## src/rtl/counter_9316_cascade_pkg.sv

```systemverilog
// Shared constants and nibble helpers for the two-slice 9316-style counter cascade.
package counter_9316_cascade_pkg;

  localparam int NIBBLE_W  = 4;
  localparam int CASCADE_N = 2;
  localparam int COUNT_W   = NIBBLE_W * CASCADE_N;

  typedef logic [NIBBLE_W-1:0] nibble_t;

  function automatic nibble_t nibble_inc(input nibble_t v);
    return v + nibble_t'(1);
  endfunction

  // Terminal count of one slice; feeds that slice's carry out.
  function automatic logic nibble_is_terminal(input nibble_t v);
    return v == {NIBBLE_W{1'b1}};
  endfunction

endpackage

```

## src/rtl/counter_9316_cascade_dm9316_slice.sv

```systemverilog
// One 4-bit synchronous counter slice: clear > load > count, all gated by the chip-clock strobe.
// Q updates one clk after a strobed edge; carry out is combinational on ent and terminal count.
module dm9316_slice
  import counter_9316_cascade_pkg::*;
#(
  parameter nibble_t RESET_VALUE = '0
) (
  input  logic    clk,
  input  logic    reset,
  input  logic    ce,
  input  logic    clr_n,
  input  logic    load_n,
  input  logic    enp,
  input  logic    ent,
  input  nibble_t data,
  output nibble_t q,
  output logic    rco
);

  always_ff @(posedge clk) begin
    if (reset) begin
      q <= RESET_VALUE;
    end else if (ce) begin
      if (!clr_n) begin
        q <= '0;
      end else if (!load_n) begin
        q <= data;
      end else if (enp && ent) begin
        q <= nibble_inc(q);
      end
    end
  end

  // Independent of enp, ce, clr_n and load_n so the cascade sees carry even while paused.
  assign rco = ent && nibble_is_terminal(q);

endmodule

```

## src/rtl/counter_9316_cascade.sv

```systemverilog
// 8-bit counter built from two chained dm9316 slices; low slice carry enables the high slice.
// One-cycle latency from a CE strobe to Q/A/B/C/D; RCO is combinational.
module counter_9316_cascade
  import counter_9316_cascade_pkg::*;
#(
  parameter logic [COUNT_W-1:0] RESET_VALUE = 8'h00
) (
  input  logic               CLK,
  input  logic               RESET,
  input  logic               CE,
  input  logic               CLR_N,
  input  logic               LOAD_N,
  input  logic               ENP,
  input  logic               ENT,
  input  logic [COUNT_W-1:0] DATA,
  output logic [COUNT_W-1:0] Q,
  output logic               A,
  output logic               B,
  output logic               C,
  output logic               D,
  output logic               RCO
);

  nibble_t q_lo;
  nibble_t q_hi;
  logic    rco_lo;
  logic    rco_hi;

  dm9316_slice #(
    .RESET_VALUE(RESET_VALUE[NIBBLE_W-1:0])
  ) u_slice_lo (
    .clk    (CLK),
    .reset  (RESET),
    .ce     (CE),
    .clr_n  (CLR_N),
    .load_n (LOAD_N),
    .enp    (ENP),
    .ent    (ENT),
    .data   (DATA[NIBBLE_W-1:0]),
    .q      (q_lo),
    .rco    (rco_lo)
  );

  dm9316_slice #(
    .RESET_VALUE(RESET_VALUE[COUNT_W-1:NIBBLE_W])
  ) u_slice_hi (
    .clk    (CLK),
    .reset  (RESET),
    .ce     (CE),
    .clr_n  (CLR_N),
    .load_n (LOAD_N),
    .enp    (ENP),
    .ent    (rco_lo),
    .data   (DATA[COUNT_W-1:NIBBLE_W]),
    .q      (q_hi),
    .rco    (rco_hi)
  );

  assign Q   = {q_hi, q_lo};
  assign RCO = rco_hi;

  // Decoder selects are straight wires from the low slice, never re-registered.
  assign A = q_lo[0];
  assign B = q_lo[1];
  assign C = q_lo[2];
  assign D = q_lo[3];

endmodule

```

## config.mk

```make
export PLATFORM = sky130hd
export DESIGN_NAME = counter_9316_cascade
export DESIGN_NICKNAME = d
export VERILOG_FILES = /design/src/rtl/counter_9316_cascade_pkg.sv /design/src/rtl/counter_9316_cascade_dm9316_slice.sv /design/src/rtl/counter_9316_cascade.sv
export SDC_FILE = /design/constraint.sdc
export NUM_CORES = 1
export LEC_CHECK = 0
export ABC_AREA = 1
export BUFFER_PORTS_ARGS = -buffer_cell sky130_fd_sc_hd__buf_2
export CORE_AREA = 2 2 39 41
export DETAILED_ROUTE_END_ITERATION = 12
export DIE_AREA = 0 0 41 43
export PLACE_DENSITY = 0.77
export REMOVE_ABC_BUFFERS = 1
export SYNTH_ARGS = -nofsm -noshare
export SYNTH_HDL_FRONTEND = slang
export SYNTH_SLANG_ARGS = --single-unit
```

## constraint.sdc

```tcl
create_clock -name CLK -period 2.78 [get_ports CLK]
set_input_delay 0.556 -clock CLK [delete_from_list [all_inputs] [get_ports CLK]]
set_output_delay 0.556 -clock CLK [all_outputs]
set_load 0.03 [all_outputs]
```

Word-level counts from Yosys, hierarchy flattened. Cells that the tools add are included.

$add $sub $neg: 2. Eq/ne operators: 4. Mux-type cells: 6. Reduce and logical (&&, ||, !) cells: 6.

Operator list (count): $mux W4 (6); $add A4 B1 Y4 const B (2); $eq A4 B4 Y1 const B (2); $ne A3 B2 Y1 const B (2); $logic_and A1 B1 Y1 (4); $reduce_and A2 Y1 (2).

Flip-flop bits (word level): 8. Bits of input ports: 15. Output and inout bits: 13. Logic and storage cells: 20.

Logic depth before layout (Yosys ltp). Gate-level depths: netlist of the first run.

Depth after elaboration: 6. Gate-level depth with buffers: 8. Gate-level depth less buffers: 8.

Hierarchy. Synthesis of the first run repeated with hierarchy kept, for this count alone.

Cell total of the unflattened synthesis: 94. Area, all modules: 600.6 µm².

Modules (own cells, without submodules): dm9316_slice (times used 2, cells each 45, area each 285.3 µm², seq. area each 80.1 µm²); counter_9316_cascade (times used 1, cells each 4, area each 30.0 µm², seq. area each 0.0 µm²).

Worst setup path after synthesis of the first run. Ideal clock, no wire load.

Kind: reg2out. Start: reg u_slice_lo.q[0]. End: out RCO. Data arrival time: 1608 ps. Data required time: 2224 ps. Setup slack: 616 ps. Cell stages (with the launch flop): 4. Buffers on the path: 0. Cell sequence: dfxtp_1 -> ha_1 -> nand2_2 -> nor3_1.

Word-level cells in the longest chain between the ends: 3.

Ends and longest elaborated chain: start, declared (line counter_9316_cascade_dm9316_slice.sv:16) `output nibble_t q,`; start signal, assigned (line counter_9316_cascade_dm9316_slice.sv:27) `q <= data;`; start signal, assigned (line counter_9316_cascade_dm9316_slice.sv:29) `q <= nibble_inc(q);`; $eq A4 B4 Y1 (line counter_9316_cascade_pkg.sv:16) `return v == {NIBBLE_W{1'b1}};`; $logic_and A1 B1 Y1 (2 in series) (line counter_9316_cascade_dm9316_slice.sv:35) `assign rco = ent && nibble_is_terminal(q);`; end, declared (line counter_9316_cascade.sv:21) `output logic RCO`.

Every way passes these cells.

Final worst setup path of the first run. Ends and elaborated chain as after synthesis.

==> impl_results.md, run 1 <==
* Status: finished clean
* Most common cell after layout, fill and taps aside: buf_2
* YS warnings at 0
* Comb power frac at 23.0%
* Post-layout util at 49.8%
* Dpl cells at 118
* First-pass GRT wire length at 1900 um
* I/O Buffers at 27
* Core region area at 1380 um2
* FF-to-FF path depth at 8
* H-tree levels at 1
* HP Start: u_slice_hi.q[3]$_SDFFE_PP0P_
* Startpoint types: flop
* Crit path capture type: output pin
* #FFs+latches synth at 8
* Hold Path Cell Cnt at 2
* Non-filler cells, final at 121
* Fraction of layout cells with a size suffix above 1 at 35.2%
* Actual slew at the worst max-slew pin at 0.219 ns
* Die area at 1760 um2
* Flop pwr share at 44.8%
* Clock network power share at 32.2%
* Critical path's largest stage delay at 0.40 ns
* Delay-heaviest family, CP: flip-flops
* Final Hold Viols at 0
* Power per cell area at 409 nW/um2
* Tot GR Track Use at 15.9%
* ANT cells at 0
* Avg WL per Cell at 11.0 um
* Area Overhead vs Synth at 25.2%
* Reg-to-Reg End: u_slice_hi.q[2]$_SDFFE_PP0P_
* Max frequency at 524 MHz
* Hold Path End: u_slice_hi.q[3]$_SDFFE_PP0P_
* Later-pin clock latency in the skew report at 0.26 ns
* Skew final at 0.00790 ns
* Mapped cell area at 551 um2
* Hold_ws at 0.519 ns
* Residual DRC at 0
* Largest net degree at the start of global routing at 13
* Most frequent cells in the layout: buf_2 (27), nand2_1 (23), a21oi_1 (8), dfxtp_1 (8), nand3_1 (7)
* Routed WL at 1330 um
* Setup_tns at 0 ns
* CTS Hold Bufs at 0
* Initial antenna violation count at 0
* Initial core utilization at 39.8%
* Die H at 43 um
* Post-synthesis cell count at 81
* Minimum clock period at 1.91 ns
* R2R Path Start: u_slice_lo.q[0]$_SDFFE_PP0P_
* RSZ-0062 raised after global routing: false
* CTS max path bufs at 2
* Die Width at 41 um
* Synth cell types at 21
* Switching Share at 31.4%
* CTS root buf: clkbuf_4
* Post-CTS Setup Repair Bufs at 0
* Sw power at 88.5 uW
* Post-CTS resize count at 0
* Setup slack, reg-to-reg at 1.40 ns
* Slew margin rel. at 85.4%
* WP data arrival at 1.35 ns
* P_leak at 0.000351 uW
* Layout net count at 124
* First drt pass iteration count at 4
* Final slew viol count at 0
* Vias in the first global route at 484
* Peak VDD IR at 0.178 mV
* Vias per inst at 5.09
* Clock sink total at 8
* CTS Buf Count at 3
* Min-delay worst type: flop to flop
* Post-detailed-placement half-perimeter wirelength at 1020 um
* Final setup fails at 0
* CP required at 2.22 ns
* CTS tree: yes
* Total number of vias at 616
* Detailed Route Iter0 Violations at 13
* Int Pwr at 193 uW
* Syn avg cell area at 6.80 um2
* Core Rows at 14
* Crit-path slowest cell: dfxtp_1
* Antenna-violating nets left at 0
* Seq/Total Area, Yosys at 29.1%
* CP Class: flop to output pin
* Worst Path Max Fanout at 6
* Period utilisation layout at 68.7%
* Grt total ovfl at 0
* Clk slew on worst S/H paths at 0.06 ns
* Ports at 28
* Maxcap violations at 0
* WP buf/inv at 1
* Final Wtd Congestion at 0.781
* Cells along the critical path: ha_1 -> nand2_2 -> nor3_1 -> buf_2
-- stage by stage --
stage | area [um2] | setup slack, ns | total power (uW)
floorplan | 512 | 0.388 | 167
global placement | 667 | 1.14 | 192
detailed placement | 667 | 1.13 | 194
CTS | 689 | 0.863 | 285
global route | 689 | 0.759 | 295
finish | 689 | 0.870 | 282
-- cell families after synthesis --
logic type / Yosys count / synth area share [%]
buf+inv: 10 / 9.77
fa+ha+maj: 2 / 4.54
compound gates: 15 / 17.5
flops: 8 / 29.1
xor+xnor: 3 / 4.77
simple gates: 43 / 34.3
-- sequential cells by signal, summed over array words and instances (netlist names) --
register / flops
u_slice_hi.q: 4
u_slice_lo.q: 4
-- Yosys cell counts, drive strengths merged --
master  count  area share [%]
nand2      25              18
nand4       1             1.1
ha          2             4.5
a21boi      1             3.4
nand3       7             6.4
or2         2             2.3
a21oi       8             7.3
xor2        2             3.2
o21ai       3             2.7
o211ai      2             2.7
nor3        1            0.91
a22oi       1             1.4
xnor2       1             1.6
dfxtp       8              29
nor2        7             5.7
inv         4             2.7
buf         6             7.0
-- area by class of cell --
type / instances / area [um2]
tap: 16 / 20.0
multi-input combinational: 63 / 337
sequential: 8 / 160
inverter: 4 / 15.0
fill: 149 / 694
clock buffer: 3 / 22.5
timing repair buffer: 27 / 135
-- worst register-to-register path, cell delays in order (launching register included) --
cell      delay (ns)
dfxtp_1         0.40
ha_1            0.23
nand2_2         0.08
nor2_2          0.12
nand2_2         0.08
a21boi_4        0.19
nand2_1         0.06
o21ai_0         0.07
nor2_1          0.05
-- power groups by stage --
stage / registers, uW / logic, uW / clock network, uW
after floorplan: 142 / 24.4 / 0
after global placement: 128 / 63.7 / 0
after global routing: 127 / 70.6 / 97.6
after detailed placement: 129 / 65.0 / 0
final: 126 / 64.9 / 90.6
after CTS: 126 / 65.3 / 93.6
-- layer usage --
layer	track usage [%]	vias to the layer above	share of wire, %
met5	0	-	0
met4	10.0	0	0.90
met3	1.57	2	5.4
met2	27.5	22	52
met1	16.8	279	42
li1	-	313	-
-- how the worst max path moves through the flow --
stage                                             from  endpoint  slack [ns]  cells after the start
after floorplan           u_slice_lo.q[0]$_SDFFE_PP0P_       RCO        0.39                      3
after global placement                             ENT       RCO        1.14                      4
after detailed placement                           ENT       RCO        1.13                      4
after CTS                 u_slice_lo.q[0]$_SDFFE_PP0P_       RCO        0.86                      4
after global routing      u_slice_lo.q[0]$_SDFFE_PP0P_       RCO        0.76                      4
final                     u_slice_lo.q[0]$_SDFFE_PP0P_       RCO        0.87                      4
Note: power is estimated with default switching activity, not from simulation.
==> inputs of run 2 (changes only) <==
--- a/config.mk
+++ b/config.mk
@@ -5,12 +5,11 @@
 export SDC_FILE = /design/constraint.sdc
 export NUM_CORES = 1
 export LEC_CHECK = 0
-export ABC_AREA = 1
+export ABC_AREA = 0
 export BUFFER_PORTS_ARGS = -buffer_cell sky130_fd_sc_hd__buf_2
-export CORE_AREA = 2 2 39 41
+export CORE_UTILIZATION = 39
 export DETAILED_ROUTE_END_ITERATION = 12
-export DIE_AREA = 0 0 41 43
-export PLACE_DENSITY = 0.77
+export PLACE_DENSITY = 0.76
 export REMOVE_ABC_BUFFERS = 1
 export SYNTH_ARGS = -nofsm -noshare
 export SYNTH_HDL_FRONTEND = slang
==> constraint.sdc (replaced) <==
create_clock -name CLK -period 1.5 [get_ports CLK]
set_input_delay 0.3 -clock CLK [delete_from_list [all_inputs] [get_ports CLK]]
set_output_delay 0.3 -clock CLK [all_outputs]
set_load 0.03 [all_outputs]
==> run 2 against run 1 <==
Net effect:
- clock power grew 77%
- setup slack got worse by 0.83 ns
- area after synthesis up 2.0%
- sequential cell count unchanged
- clock-buffer cell count unchanged
- synthesized cell count fell by 8.6%
- global-route usage is 4.5 points higher
- combinational power increased by 120%
- largest power group unchanged
- die area shrank 9.4%
- register-to-register slack lost 1.2 ns
==> impl_results.md, run 2 <==
* Cells along the critical path: ha_4 -> nand4_1 -> nor2_4 -> buf_6
* Switching Share at 30.6% (-0.83 points)
* Max frequency at 685 MHz
* Hold Path End: u_slice_lo.q[1]$_SDFFE_PP0P_
* Seq/Total Area, Yosys at 28.5% (-0.58 points)
* Detailed Route Iter0 Violations at 24 (+11)
* Synth area leaders: dfxtp_1 (29%), nand3_1 (8.0%), a21oi_1 (6.2%)
* Residual DRC at 0 (unchanged)
* Total number of vias at 622 (+0.97%)
* Sw power at 163 uW (+84%)
* Setup_tns at 0 ns (unchanged)
* Post-synth EDFFs at 0 (unchanged)
* FF-to-FF path depth at 5 (-3)
* Power per cell area at 674 nW/um2 (+65%)
* P_leak at 0.000345 uW (-1.7%)
* WP buf/inv at 1 (unchanged)
* Reg-to-Reg End: u_slice_hi.q[0]$_SDFFE_PP0P_
* YS warnings at 0 (unchanged)
* Slew margin rel. at 80.0% (-5.4 points)
* Die area at 1600 um2 (-9.4%)
* Sequential standard cell area at 168 um2 (+4.7%)
* Hold Path Cell Cnt at 2 (unchanged)
* Initial antenna violation count at 0 (unchanged)
* Clk slew on worst S/H paths at 0.06 ns (about the same)
* Largest net degree at the start of global routing at 11 (-2)
* Later-pin clock latency in the skew report at 0.24 ns (-0.02 ns)
* Area leader, netlist: dfxtp_1
* Startpoint types: flop
* Antenna-violating nets left at 0 (unchanged)
* Most frequent cells in the layout: buf_2 (26), nand3_1 (8), a21oi_1 (7)
* First-pass GRT wire length at 2170 um (+15%)
* Final slew viol count at 0 (unchanged)
* Setup slack, reg-to-reg at 0.22 ns (-1.18 ns)
* Critical path's largest stage delay at 0.37 ns (-0.03 ns)
* Top cell type's share of synthesized area at 28.5% (-0.58 points)
* Worst Path Max Fanout at 4 (-2)
* Mapped cell area at 562 um2 (+2.0%)
* Fin worst setup slack at 0.0405 ns (-0.830 ns)
* Avg WL per Cell at 12.8 um (+16%)
* Fraction of layout cells with a size suffix above 1 at 45.0% (+9.8 points)
* CTS tree: yes
* Core Rows at 13 (-1)
* CP Class: flop to output pin
* CTS root buf: clkbuf_4
* Flop pwr share at 43.7% (-1.1 points)
* R2R Path Start: u_slice_lo.q[0]$_SDFFE_PP0P_
* Minimum clock period at 1.46 ns
* Vias in the first global route at 511 (+5.6%)
* Clock sink total at 8 (unchanged)
* Status: finished clean
* Peak VDD IR at 0.433 mV (+140%)
* Delay-heaviest family, CP: flip-flops
* Final Hold Viols at 0 (unchanged)
* Tot GR Track Use at 20.4% (+4.5 points)
* Most common cell after layout, fill and taps aside: buf_2
* Hold_ws at 0.332 ns (-0.187 ns)
* Die H at 40.0 um (-7.1%)
* Most frequent cell after synthesis: nand3_1
* Top cells by count, synth: nand3_1 (9), dfxtp_1 (8), a21oi_1 (7)
* Core region area at 1320 um2 (-4.8%)
* HP Start: RESET
* CP required at 1.20 ns (-1.02 ns)
* Post-detailed-placement half-perimeter wirelength at 1020 um (-0.88%)
* I/O Buffers at 27 (unchanged)
* Grt total ovfl at 0 (unchanged)
* Asr flop ratio synth at 0% (unchanged)
* Clock network power share at 30.0% (-2.2 points)
* Crit-path slowest cell: dfxtp_2
* #FFs+latches synth at 8 (unchanged)
* Fillers at 113 (-24%)
* Final setup fails at 0 (unchanged)
* Setup crit start: u_slice_hi.q[1]$_SDFFE_PP0P_
* Crit path capture type: output pin
* ANT cells at 0 (unchanged)
* Area Overhead vs Synth at 41.0%
* Ports at 28 (unchanged)
* H-tree levels at 1 (unchanged)
* Vias per inst at 5.41 (+6.2%)
* Post-synthesis cell count at 74 (-8.6%)
* Layout net count at 119 (-4.0%)
* WP data arrival at 1.16 ns (-0.19 ns)
* Ys flop type: dfxtp_1
* Routed WL at 1470 um (+11%)
* Initial core utilization at 42.6% (+2.9 points)
* Post-layout util at 60.1% (+10 points)
* Comb power frac at 26.3% (+3.3 points)
* Final Wtd Congestion at 0.787 (+0.76%)
* Synth cell types at 29 (+38%)
* Multi-input gate area at 400 um2 (+19%)
* Placement Setup Slack at 0.0186 ns (-1.11 ns)
* First drt pass iteration count at 4 (unchanged)
* Die Width at 40.0 um (-2.5%)
* Skew final at 0.00422 ns (-0.00368 ns)
* Largest regs: u_slice_hi.q: 4 flops, u_slice_lo.q: 4 flops
* Actual slew at the worst max-slew pin at 0.299 ns (+0.0799 ns)
* CTS max path bufs at 2 (unchanged)
* Min-delay worst type: input port to flop
* Maxcap violations at 0 (unchanged)
* CTS Buf Count at 3 (unchanged)
* Int Pwr at 371 uW (+92%)
* Period utilisation layout at 97.3%
* Syn avg cell area at 7.59 um2 (+12%)
[run 2: cells by family after synthesis]
logic type	count (synthesis)	synth area share, %
xor gates and xnor gates	1	1.56
DFF	8	28.5
buffers and inverters	11	10.5
AOI/OAI and AO/OA	22	25.2
muxes	1	2.00
adders and majority gates	2	4.45
and+or+nand+nor	29	27.8
[run 2: worst max path at each step]
| stage | cells after the start | to | slack [ns] |
|---|---|---|---|
| 2_1_floorplan | 3 | RCO | -0.41 |
| 3_3_place_gp | 5 | u_slice_hi.q[0]$_SDFFE_PP0P_ | 0.11 |
| 6_report | 4 | RCO | 0.04 |
| 3_5_place_dp | 5 | u_slice_hi.q[0]$_SDFFE_PP0P_ | 0.02 |
| 5_1_grt | 4 | RCO | -0.002 |
| 4_1_cts | 4 | RCO | 0.002 |
[run 2: per-stage QoR]
| stage | total power [uW] | instance area, um2 | cells |
|---|---|---|---|
| global route | 573 | 792 | 115 |
| CTS | 530 | 746 | 115 |
| floorplan | 305 | 514 | 66 |
| finish | 534 | 792 | 115 |
| detailed placement | 365 | 691 | 111 |
| global placement | 364 | 691 | 111 |
[run 2: per-layer routing]
| metal | GRT usage (%) | part of all wire (%) |
|---|---|---|
| met1 | 26.7 | 45 |
| met2 | 30.6 | 50 |
| met3 | 3.89 | 4.0 |
| met4 | 12.1 | 0.95 |
| met5 | 0 | 0 |
[run 2: layout make-up]
cell class                      instances  share of cell area, %
Sequential cell                         8                   21.2
Inverter                                3                   1.42
Tap cell                               15                   2.37
Multi-Input combinational cell         55                   50.6
Timing Repair Buffer                   31                   21.6
Clock buffer                            3                   2.84
[run 2: power groups by stage]
stage	Combinational, uW	Clock [uW]	Sequential, uW
after floorplan	44.9	0	260
after global placement	128	0	235
after detailed placement	129	0	236
after CTS	134	166	230
after global routing	154	183	235
final	140	160	234
[run 2: what timing repair did]
item / CTS / global route
buffers inserted: 1 / 0
gates cloned: 0 / 0
endpoints found under the setup margin: 1 / 2
hold buffers: 0 / 0
resized for setup: 10 / 6
hold endpoints to repair: 0 / 0
pin swaps: 1 / 2
